**src/rtl/forward_scoreboard_pkg.sv**
```systemverilog
// Shared types and decode latency constants for the forwarding scoreboard.
// The optional FORWARD_SCOREBOARD_JB_EARLY_EN build only affects the top module.
package fwd_pkg;

   localparam int FWD_REG_W = 5;
   localparam int FWD_LAT_W = 3;
   localparam int NUM_REGS  = 2 ** FWD_REG_W;

   typedef logic [FWD_LAT_W-1:0] lat_t;
   typedef logic [FWD_REG_W-1:0] regf_t;

   // Issue latencies used by decode: cycles a result is on no bus after issue.
   localparam lat_t LAT_ALU    = lat_t'(0);
   localparam lat_t LAT_LOAD   = lat_t'(1);
   localparam lat_t LAT_MULDIV = lat_t'(5);

endpackage

```
**src/rtl/forward_scoreboard_mux.sv**
```systemverilog
// Three-source priority forward select for one ID read port (EX > MM > WB).
module fwd_mux #(
   parameter int DATA_W = 32,
   parameter int REG_W  = 5
) (
   input  logic [REG_W-1:0]  rd_regf,
   input  logic [REG_W-1:0]  from_ex_regf,
   input  logic [REG_W-1:0]  from_mm_regf,
   input  logic [REG_W-1:0]  from_wb_regf,
   input  logic [DATA_W-1:0] from_ex_data,
   input  logic [DATA_W-1:0] from_mm_data,
   input  logic [DATA_W-1:0] from_wb_data,
   output logic              fwd_valid,
   output logic [DATA_W-1:0] fwd_data
);

   always_comb begin
      fwd_valid = 1'b0;
      fwd_data  = '0;
      if (rd_regf != '0) begin
         if (rd_regf == from_ex_regf) begin
            fwd_valid = 1'b1;
            fwd_data  = from_ex_data;
         end else if (rd_regf == from_mm_regf) begin
            fwd_valid = 1'b1;
            fwd_data  = from_mm_data;
         end else if (rd_regf == from_wb_regf) begin
            fwd_valid = 1'b1;
            fwd_data  = from_wb_data;
         end
      end
   end

endmodule

```
**src/rtl/forward_scoreboard.sv**
```systemverilog
// Per-register latency scoreboard with priority forwarding and ID stall.
// Define FORWARD_SCOREBOARD_JB_EARLY_EN to stall ID branches on EX/MM matches.
module forward_scoreboard
   import fwd_pkg::*;
#(
   parameter int DATA_W = 32,
   parameter int REG_W  = FWD_REG_W,
   parameter int NRD    = 2,
   parameter int LAT_W  = FWD_LAT_W
) (
   input  logic                  clk,
   input  logic                  rst,
   input  logic                  hold,
   input  logic                  flush,
   input  logic                  issue_valid,
   input  logic [REG_W-1:0]      issue_regf,
   input  logic [LAT_W-1:0]      issue_lat,
   input  logic [REG_W-1:0]      from_ex_regf,
   input  logic [REG_W-1:0]      from_mm_regf,
   input  logic [REG_W-1:0]      from_wb_regf,
   input  logic [DATA_W-1:0]     from_ex_data,
   input  logic [DATA_W-1:0]     from_mm_data,
   input  logic [DATA_W-1:0]     from_wb_data,
   input  logic [NRD*REG_W-1:0]  rd_regf,
   input  logic                  rd_jb,
   output logic [NRD-1:0]        fwd_valid,
   output logic [NRD*DATA_W-1:0] fwd_data,
   output logic                  stall,
   output logic [2**REG_W-1:0]   pending
);

   localparam int NREG = 2 ** REG_W;

   logic [LAT_W-1:0] cnt [NREG];
   logic [NRD-1:0]   port_busy;
   logic [NRD-1:0]   port_jb_hit;
   logic [REG_W-1:0] rs;
   logic             accept;

   always_comb begin
      port_busy   = '0;
      port_jb_hit = '0;
      rs          = '0;
      for (int p = 0; p < NRD; p++) begin
         rs           = rd_regf[p*REG_W +: REG_W];
         port_busy[p] = (rs != '0) && (cnt[rs] != '0);
`ifdef FORWARD_SCOREBOARD_JB_EARLY_EN
         port_jb_hit[p] = rd_jb && (rs != '0) &&
                          ((rs == from_ex_regf) || (rs == from_mm_regf));
`endif
      end
   end

`ifndef FORWARD_SCOREBOARD_JB_EARLY_EN
   logic unused_jb;
   assign unused_jb = rd_jb;
`endif

   assign stall  = (|port_busy) | (|port_jb_hit);
   assign accept = issue_valid & ~stall & ~hold & ~flush & (issue_regf != '0);

   // Issue to a register overrides that register's decrement in the same cycle.
   always_ff @(posedge clk) begin
      if (rst || flush) begin
         for (int r = 0; r < NREG; r++) cnt[r] <= '0;
      end else if (!hold) begin
         for (int r = 0; r < NREG; r++) begin
            if (r == 0)
               cnt[r] <= '0;
            else if (accept && (issue_regf == REG_W'(r)))
               cnt[r] <= issue_lat;
            else if (cnt[r] != '0)
               cnt[r] <= cnt[r] - LAT_W'(1);
         end
      end
   end

   always_comb begin
      pending = '0;
      for (int r = 1; r < NREG; r++) pending[r] = (cnt[r] != '0);
   end

   for (genvar p = 0; p < NRD; p++) begin : g_port
      fwd_mux #(.DATA_W(DATA_W), .REG_W(REG_W)) u_mux (
         .rd_regf      (rd_regf[p*REG_W +: REG_W]),
         .from_ex_regf (from_ex_regf),
         .from_mm_regf (from_mm_regf),
         .from_wb_regf (from_wb_regf),
         .from_ex_data (from_ex_data),
         .from_mm_data (from_mm_data),
         .from_wb_data (from_wb_data),
         .fwd_valid    (fwd_valid[p]),
         .fwd_data     (fwd_data[p*DATA_W +: DATA_W])
      );
   end

endmodule

```
**config.mk**
```make
export PLATFORM = sky130hd
export DESIGN_NAME = forward_scoreboard
export DESIGN_NICKNAME = d
export VERILOG_FILES = /design/src/rtl/forward_scoreboard_pkg.sv /design/src/rtl/forward_scoreboard_mux.sv /design/src/rtl/forward_scoreboard.sv
export SDC_FILE = /design/constraint.sdc
export NUM_CORES = 1
export LEC_CHECK = 0
export CAP_MARGIN = 20
export CORE_ASPECT_RATIO = 1.1
export CORE_MARGIN = 1
export CORE_UTILIZATION = 52
export DETAILED_ROUTE_END_ITERATION = 7
export GPL_ROUTABILITY_DRIVEN = 0
export PLACE_DENSITY_LB_ADDON = 0.08
export SYNTH_ARGS = -nofsm -noshare
export SYNTH_HDL_FRONTEND = slang
export SYNTH_HIERARCHICAL = 1
export SYNTH_SLANG_ARGS = --single-unit
```
**constraint.sdc**
```tcl
create_clock -name clk -period 3.35 [get_ports clk]
set_input_delay 0.5025 -clock clk [delete_from_list [all_inputs] [get_ports clk]]
set_output_delay 0.5025 -clock clk [all_outputs]
set_load 0.02 [all_outputs]
```
# After elaboration in Yosys (flattened, before gate mapping)
# Memory sizes are Yosys's and may differ from the RTL's.
# Cells that the tools add are included.
[totals]
register_bits = 0
memories = 1
ram_bits = 96
word_cells = 573
[op_classes]
muxes = 363
n_eq_ne = 37
n_reduce_logical = 71
bitwise = 70
add_sub_neg = 31
[memory_table]
columns = ["memory", "depth", "word_bits", "rd", "rd_clocked_by_memory_dff", "write_ports", "line_no", "text"]
rows = [
  ["cnt", 32, 3, 33, 0, 32, "forward_scoreboard.sv:34", "logic [LAT_W-1:0] cnt [NREG];"],
]
[ops]
columns = ["cell", "n"]
rows = [
  ["two-way mux 1 bit", 292],
  ["two-way mux 32 bit", 8],
  ["two-way mux 3 bit", 63],
  ["nonzero test 3 bit", 33],
  ["subtractor 3 x 1 -> 3 bit (second input constant)", 31],
  ["== test 5 bit (second input constant)", 16],
  ["OR 1 bit", 63],
  ["== test 5 x 4 -> 1 bit (second input constant)", 8],
  ["logical AND 1 bit", 33],
  ["== test 5 bit", 6],
  ["== test 5 x 3 -> 1 bit (second input constant)", 4],
  ["nonzero test 5 bit", 3],
  ["== test 5 x 2 -> 1 bit (second input constant)", 2],
  ["== test 5 x 1 -> 1 bit (second input constant)", 1],
  ["AND 1 bit", 4],
  ["NOT 1 bit", 3],
  ["OR reduction 2 bit", 1],
  ["logical OR 1 bit", 1],
]

# Longest topological paths before layout
# Gate-level depths: netlist of run 1.
# An unclocked memory read counts as a cell.
[depth]
depth_word = 16
ltp_mapped = 12

# Modules after synthesis
# The synthesis of run 1 kept the hierarchy.
[by_module_without_submodules]
columns = ["module", "area_each_um2", "n_inst", "cells_each"]
rows = [
  ["forward_scoreboard", 7764.9, 1, 796],
  ["fwd_mux", 989.7, 2, 180],
]

# Worst setup path after synthesis of run 1
# No wires, ideal clock.
[synth_timing]
path_type = "input port to output port"
start = "input rd_regf[1]"
end = "output stall"
slack_ns = 0.473
cell_stages = 10
arrival_ns = 2.375
cell_sequence = "buf_2 nor4_1 a211oi_1 nor3_1 nor4_2 nor4_4 buf_6 buf_6 buf_2 nand2_1"
[synth_via]
elab_chain_len = 4
[synth_rtl]
columns = ["element", "line_no", "text"]
rows = [
  ["from (decl)", "forward_scoreboard.sv:24", "input logic [NRD*REG_W-1:0] rd_regf,"],
  ["memory (32 x 3 bit)", "--", ""],
  ["nonzero test 3 bit", "forward_scoreboard.sv:46", "port_busy[p] = (rs != '0) && (cnt[rs] != '0);"],
  ["logical AND 1 bit (*)", "forward_scoreboard.sv:46", ""],
  ["OR reduction 2 bit (*)", "forward_scoreboard.sv:59", "assign stall = (|port_busy) | (|port_jb_hit);"],
  ["to (decl)", "forward_scoreboard.sv:28", "output logic stall,"],
]
# Mark *: on every way between the ends. The rest lies on a longest branch, timed or not.

# Worst setup path in the final report of run 1
[layout_timing]
start = "input from_wb_regf[0]"
end = "output fwd_data[13]"
[layout_via]
elab_chain_len = 5
[layout_rtl]
columns = ["element", "line_no", "text"]
rows = [
  ["from (decl)", "forward_scoreboard.sv:20", "input logic [REG_W-1:0] from_wb_regf,"],
  ["== test 5 bit", "forward_scoreboard_mux.sv:27", "end else if (rd_regf == from_wb_regf) begin"],
  ["two-way mux 32 bit", "forward_scoreboard_mux.sv:27", ""],
  ["two-way mux 32 bit", "forward_scoreboard_mux.sv:24", "end else if (rd_regf == from_mm_regf) begin"],
  ["two-way mux 32 bit", "forward_scoreboard_mux.sv:21", "if (rd_regf == from_ex_regf) begin"],
  ["two-way mux 32 bit", "forward_scoreboard_mux.sv:20", "if (rd_regf != '0) begin"],
  ["to (decl)", "forward_scoreboard.sv:27", "output logic [NRD*DATA_W-1:0] fwd_data,"],
]
# No other way between the ends.

==> out/qor.yml, run 1 <==
run_status:
  outcome: "finished, final reports clean"
worst_setup_path:
  critPathTopFamily: "buffers and inverters"
  cp-start-kind: "primary input"
  crit_buf_inv: 3
  critPathKind: "in -> out"
  critPathRequiredTime_ns: 2.85
  r2r_cells: 10
  cp.depth: 8
  crit_chain: "clkdlybuf4s50_1 -> nor2b_1 -> a2111o_1 -> nor3_4 -> buf_12 -> nand3_1 -> a31oi_1 -> dlygate4sd2_1"
  crit_slowest_cell: "clkdlybuf4s50_1"
  cp_slowest_stage_delay_ns: 0.53
  startpoint: "from_wb_regf[0]"
  timing.rr.start: "cnt[18][0]"
  worstSetupEndpointType: "primary output"
  arrival_ns: 2.79
  crit_fanout: 15
synth:
  yosys.cell_types.count: 57
  yosys_warnings: 6
  ys_seq_area_frac: 0.2866
  synth_seq_cells: 93
  yosys.area.top_type: "edfxtp_1"
  synth_edf_count: 93
  synth_commonest_cells: "nand2_1, nand3_1, edfxtp_1"
  synth_cells: 1156
  synth_area_um2: 9744
  netlist.area_leader.share: 0.2866
  synthTopCellsByArea: "edfxtp_1, ha_1, mux2i_1"
  synthArstFlopShare: 0
  syn_nets: 1353
  ys.flop_type: "edfxtp_1"
  synth_area_per_cell_um2: 8.429
  synth_most_common_cell: "nand2_1"
sta:
  clock_skew_ns: 0.01361
  finalHoldViolations: 0
  rsz0062_at_grt: "false"
  slew_headroom: 0.4870
  setup-tns-final_ns: 0
  setup_viol: 0
  finalCritPeriodShare: 0.9821
  drv_slew: 0
  min_period_ns: 3.290
  max_freq_mhz: 303.9
  tightest_slew_ns: 0.7636
global_routing:
  grt_max_degree: 35
  grt_pass1_wl_um: 52140
  antenna_found_initial: 1
  grt.overflow.total: 0
  grt_pass1_vias: 9938
  track_usage: 0.3406
clock_tree:
  cts_tree: "yes"
  ctsHoldBuffers: 0
  clkTransAtPathRegs_ns: 0.07
  cts_buffer_depth: 2
  htree_levels: 3
  worstSkewPairLatency_ns: 0.36
  clock_sinks: 93
  root_buffer: "clkbuf_16"
  cts_buffers: 9
min_path:
  hold_path.startpoint: "cnt[2][0]"
  whs_path_depth: 3
  holdCritPathClass: "reg -> reg"
route:
  viasPerCell: 5.903
  dr.first_iter.drc_count: 650
  drt-total-wl_um: 32880
  drc: 0
  vias: 10090
  wl_per_cell_um: 19.24
  postRouteAntennaNets: 0
  firstDrtPassIters: 5
layout:
  drive_gt1_frac: 0.1645
  nets: 1657
  regMostFlops: "cnt"
  reg_top3: "cnt (93)"
  final_core_util: 0.7384
  largest_reg_flops: 93
  area_delta_synth_final_pct: 39.03
power:
  p_per_area_nw_per_um2: 352.6
  p_leak_nw: 5.862
  ir_drop_mv: 0.4612
floorplan:
  fp.dieH_um: 145.6
  dieWidth_um: 132.5
  die_area_um2: 19290
  std_cell_rows: 52
  initial_utilization: 0.5311
  ios: 234
  coreArea_um2: 18350
placed_design:
  hpwl_um: 24850
  port-buffer-count: 231
flow_run:
  maxCapViolations: 0
==> layout make-up <==
type,instances,area (um^2)
Multi-Input combinational cell,900,6287
Fill cell,1469,4800
Tap cell,243,304.0
Clock buffer,9,225.2
Sequential cell,93,2793
Clock inverter,7,97.59
Antenna cell,1,2.502
Inverter,87,326.6
Timing Repair Buffer,369,3512
==> per-stage QoR <==
stage               hold slack (ns)  cells  setup slack (ns)  area (um^2)  power, mW
floorplan                    0.6682   1156            0.4728         9744      2.734
global placement             0.6910   1691           -0.2220        13240      3.602
detailed placement           0.7016   1691           -0.2710        13240      3.656
CTS                          0.7125   1707           0.03966        13490      4.747
global route                 0.7444   1709         0.0003859        13550      5.002
finish                       0.7099   1709           0.05980        13550      4.777
==> cells in the final DEF (no fill, tap or decap), drive strengths merged, types with 7 or more instances in the layout <==
| master | count |
|---|---|
| a31oi | 98 |
| buf | 138 |
| clkbuf | 18 |
| clkdlybuf4s15 | 10 |
| clkdlybuf4s50 | 163 |
| dlygate4sd2 | 47 |
| edfxtp | 93 |
| ha | 62 |
| inv | 88 |
| mux2 | 45 |
| mux2i | 68 |
| nand2 | 131 |
| nand2b | 24 |
| nand3 | 130 |
| nor2 | 75 |
| nor2b | 25 |
| nor3 | 43 |
| nor3b | 7 |
| nor4 | 10 |
| o21ai | 67 |
| or3 | 20 |
| xor2 | 32 |
==> path summary, 6_finish.rpt <==
path / slack [ns] / to
setup / recovery: 0.06 / fwd_data[13]
hold / removal: 0.71 / cnt[2][0]
setup reg to reg: 0.22 / cnt[4][2]
hold reg to reg: 0.71 / cnt[2][0]
==> cells by family after synthesis <==
kind of cell	after synthesis	share of synthesized area
compound gates	191	0.1351
buf+inv	163	0.07794
mux	119	0.1373
other cells	1	0.0003848
simple gates	491	0.2508
flops	93	0.2866
fa+ha+maj	62	0.07961
xor+xnor	36	0.03236
==> power by group <==
group	switching (mW)	internal, mW	total, mW
registers	0.103	1.45	1.56
clock network	0.471	0.656	1.13
logic	1.13	0.965	2.10
==> metal layers <==
| metal | GRT usage | part of all wire | up-vias |
|---|---|---|---|
| met2 | 0.6163 | 0.51 | 451 |
| li1 | - | - | 4766 |
| met1 | 0.4028 | 0.39 | 4796 |
| met4 | 0.1397 | 0.034 | 0 |
| met3 | 0.04702 | 0.071 | 75 |
| met5 | 0 | 0 | - |
==> repair_timing <==
action,in CTS,in global routing
buffers inserted,0,1
pin swaps,0,3
gates resized for setup,68,50
setup endpoints to repair,67,70
==> tightest hold or removal path, cell delays in order, from the launching register on <==
cell	delay (ns)
edfxtp_1	0.35
inv_1	0.07
nand3_1	0.07
mux2i_1	0.06
Power figures use the tool's default switching activity.
==> inputs of run 2 (changes only) <==
--- a/config.mk
+++ b/config.mk
@@ -7,11 +7,12 @@
 export LEC_CHECK = 0
 export CAP_MARGIN = 20
 export CORE_ASPECT_RATIO = 1.1
-export CORE_MARGIN = 1
+export CORE_MARGIN = 2
 export CORE_UTILIZATION = 52
 export DETAILED_ROUTE_END_ITERATION = 7
 export GPL_ROUTABILITY_DRIVEN = 0
 export PLACE_DENSITY_LB_ADDON = 0.08
+export SLEW_MARGIN = 40
 export SYNTH_ARGS = -nofsm -noshare
 export SYNTH_HDL_FRONTEND = slang
 export SYNTH_HIERARCHICAL = 1
==> run 2 against run 1 <==
Compared with the run above:
- worst hold slack gained 0.0062 ns
- design area shrank 0.62%
- power fell by 1.9%
- global-route usage fell by 1.3 points
- via count shrank 0.78%
- sequential power hardly changed
- first-iteration DRC count increased by 9.1%
- flip-flop and latch count unchanged
- routed wire length fell by 0.89%
- register-to-register slack worse by 0.03 ns
- clock power fell by 4%
- maximum frequency barely moved
- critical endpoint is now stall
==> out/qor.yml, run 2 (synthesis gave the netlist of run 1 again) <==
sta:
  finalCritPeriodShare: 0.9830  # about the same
  min_period_ns: 3.293  # +0.002869 ns
  setup_viol: 0  # unchanged
  timing.final.ws_setup_ns: 0.05693  # -0.002869 ns
  slew_headroom: 0.5527  # +0.06566
  max_freq_mhz: 303.7  # about the same
  clock_skew_ns: 0.008319  # -0.005293 ns
  finalHoldViolations: 0  # unchanged
  setup-tns-final_ns: 0  # unchanged
  drv_slew: 0  # unchanged
  rsz0062_at_grt: "true"
  tightest_slew_ns: 0.6693  # -0.09423 ns
route:
  vias: 10010  # -0.78%
  wl_per_cell_um: 19.17  # -0.37%
  postRouteAntennaNets: 0  # unchanged
  dr.first_iter.drc_count: 709  # +9.1%
  drt-total-wl_um: 32580  # -0.89%
  viasPerCell: 5.888  # -0.26%
  firstDrtPassIters: 5  # unchanged
  drc: 0  # unchanged
worst_setup_path:
  timing.rr.start: "cnt[17][2]"
  crit_fanout: 9  # -6
  arrival_ns: 2.79  # about the same
  cp-start-kind: "primary input"
  r2r_setup_slack_ns: 0.19  # -0.03 ns
  cp_slowest_stage_delay_ns: 0.53  # about the same
  r2r_end: "cnt[14][1]"
  crit_slowest_cell: "clkdlybuf4s50_1"
  crit_chain: "clkdlybuf4s50_1 -> buf_4 -> nand2_1 -> nor2_1 -> nor4_1 -> o211ai_1 -> nor4_4 -> nand2_1 -> dlygate4sd2_1"
  r2r_cells: 9  # -1
  startpoint: "rd_regf[5]"
  critPathKind: "in -> out"
  worstSetupEndpointType: "primary output"
  path_common_cell: "nand2_1"
  critPathRequiredTime_ns: 2.85  # about the same
  worstSetupEndpoint: "stall"
clock_tree:
  root_buffer: "clkbuf_16"
  cts_buffers: 9  # unchanged
  cts_tree: "yes"
  post_cts_buffers: 0  # unchanged
  clock_sinks: 93  # unchanged
  htree_levels: 3  # unchanged
  cts_buffer_depth: 2  # unchanged
  clkTransAtPathRegs_ns: 0.06  # about the same
  worstSkewPairLatency_ns: 0.35  # about the same
global_routing:
  grt_max_degree: 35  # unchanged
  track_usage: 0.3272  # -0.01344
  grt_pass1_wl_um: 51450  # -1.3%
  grt_pass1_vias: 9811  # -1.3%
  grt.overflow.total: 0  # unchanged
  antenna_found_initial: 0  # -1
run_status:
  outcome: "finished, final reports clean"
floorplan:
  dieWidth_um: 134.5  # +1.5%
  fp.dieH_um: 147.6  # +1.4%
  initial_utilization: 0.5292  # -0.001877
  die_area_um2: 19850  # +2.9%
  coreArea_um2: 18410  # +0.35%
  ios: 234  # unchanged
  std_cell_rows: 52  # unchanged
layout:
  drive_gt1_frac: 0.1544  # -0.01008
  most-common-layout-cells: "clkdlybuf4s50_1, nand2_1, nand3_1, buf_4, edfxtp_1"
  reg_top3: "cnt (93)"
  multi_input_area_um2: 6285  # about the same
  final_core_util: 0.7312  # -0.007162
  fillers: 1482  # +0.88%
  largest_reg_flops: 93  # unchanged
  area_delta_synth_final_pct: 38.17
  nets: 1650  # -0.42%
  regMostFlops: "cnt"
  regArea_um2: 2793  # unchanged
  diodes: 0  # -1
  final_common_cell: "clkdlybuf4s50_1"
placed_design:
  hpwl_um: 24670  # -0.72%
  port-buffer-count: 231  # unchanged
  dp_slack_ns: -0.2866  # -0.01561 ns
power:
  p_leak_nw: 5.835  # -0.46%
  fin_total_pwr_mw: 4.689  # -1.9%
  p_per_area_nw_per_um2: 348.2  # -1.2%
  ir_drop_mv: 0.3314  # -28%
min_path:
  holdCritPathClass: "reg -> reg"
flow_run:
  maxCapViolations: 0  # unchanged
-- run 2: critical path, delay by kind of cell --
family / cells / cell delay [ns]
AO/OA/AOI/OAI: 1 / 0.18
buffers and inverters: 3 / 1.11
AND/OR/NAND/NOR: 5 / 1.00
-- run 2: how the worst min path moves through the flow --
stage	start	endpoint	slack, ns	cells past startpoint
final	cnt[11][0]	cnt[11][0]	0.72	3
after global routing	cnt[11][0]	cnt[11][0]	0.73	3
after CTS	cnt[11][0]	cnt[11][0]	0.72	3
after detailed placement	cnt[10][0]	cnt[10][0]	0.71	3
after global placement	cnt[7][0]	cnt[7][0]	0.69	3
after floorplan	cnt[2][0]	cnt[2][0]	0.67	3
-- run 2: power breakdown --
group / total, mW / switching, mW / internal (mW)
registers: 1.56 / 0.105 / 1.45
logic: 2.05 / 1.11 / 0.933
clock network: 1.08 / 0.438 / 0.646
-- run 2: metrics by stage --
step / cells / hold slack (ns) / instance area, um^2
6_report: 1700 / 0.7161 / 13460
5_1_grt: 1700 / 0.7345 / 13460
4_1_cts: 1700 / 0.7220 / 13410
3_5_place_dp: 1685 / 0.7114 / 13170
3_3_place_gp: 1685 / 0.6897 / 13170
2_1_floorplan: 1156 / 0.6682 / 9744
-- run 2: area by class of cell --
cell class | instances | share of cell area
Clock buffer | 10 | 0.01701
Clock inverter | 5 | 0.005669
Inverter | 87 | 0.02425
Multi-Input combinational cell | 900 | 0.4668
Sequential cell | 93 | 0.2074
Tap cell | 243 | 0.02258
Timing Repair Buffer | 362 | 0.2563
-- run 2: per-layer routing --
layer	wire length, um	track usage	share of wire
met1	12440	0.3790	0.38
met2	16060	0.5717	0.49
met3	2564	0.06962	0.079
met4	1520	0.1611	0.047
met5	0	0	0
-- run 2: what timing repair did --
action                                  in CTS  in global routing
gates resized for setup                     68                 20
hold buffers                                 0                  0
endpoints found under the setup margin      66                 54
endpoints found under the hold margin        0                  0
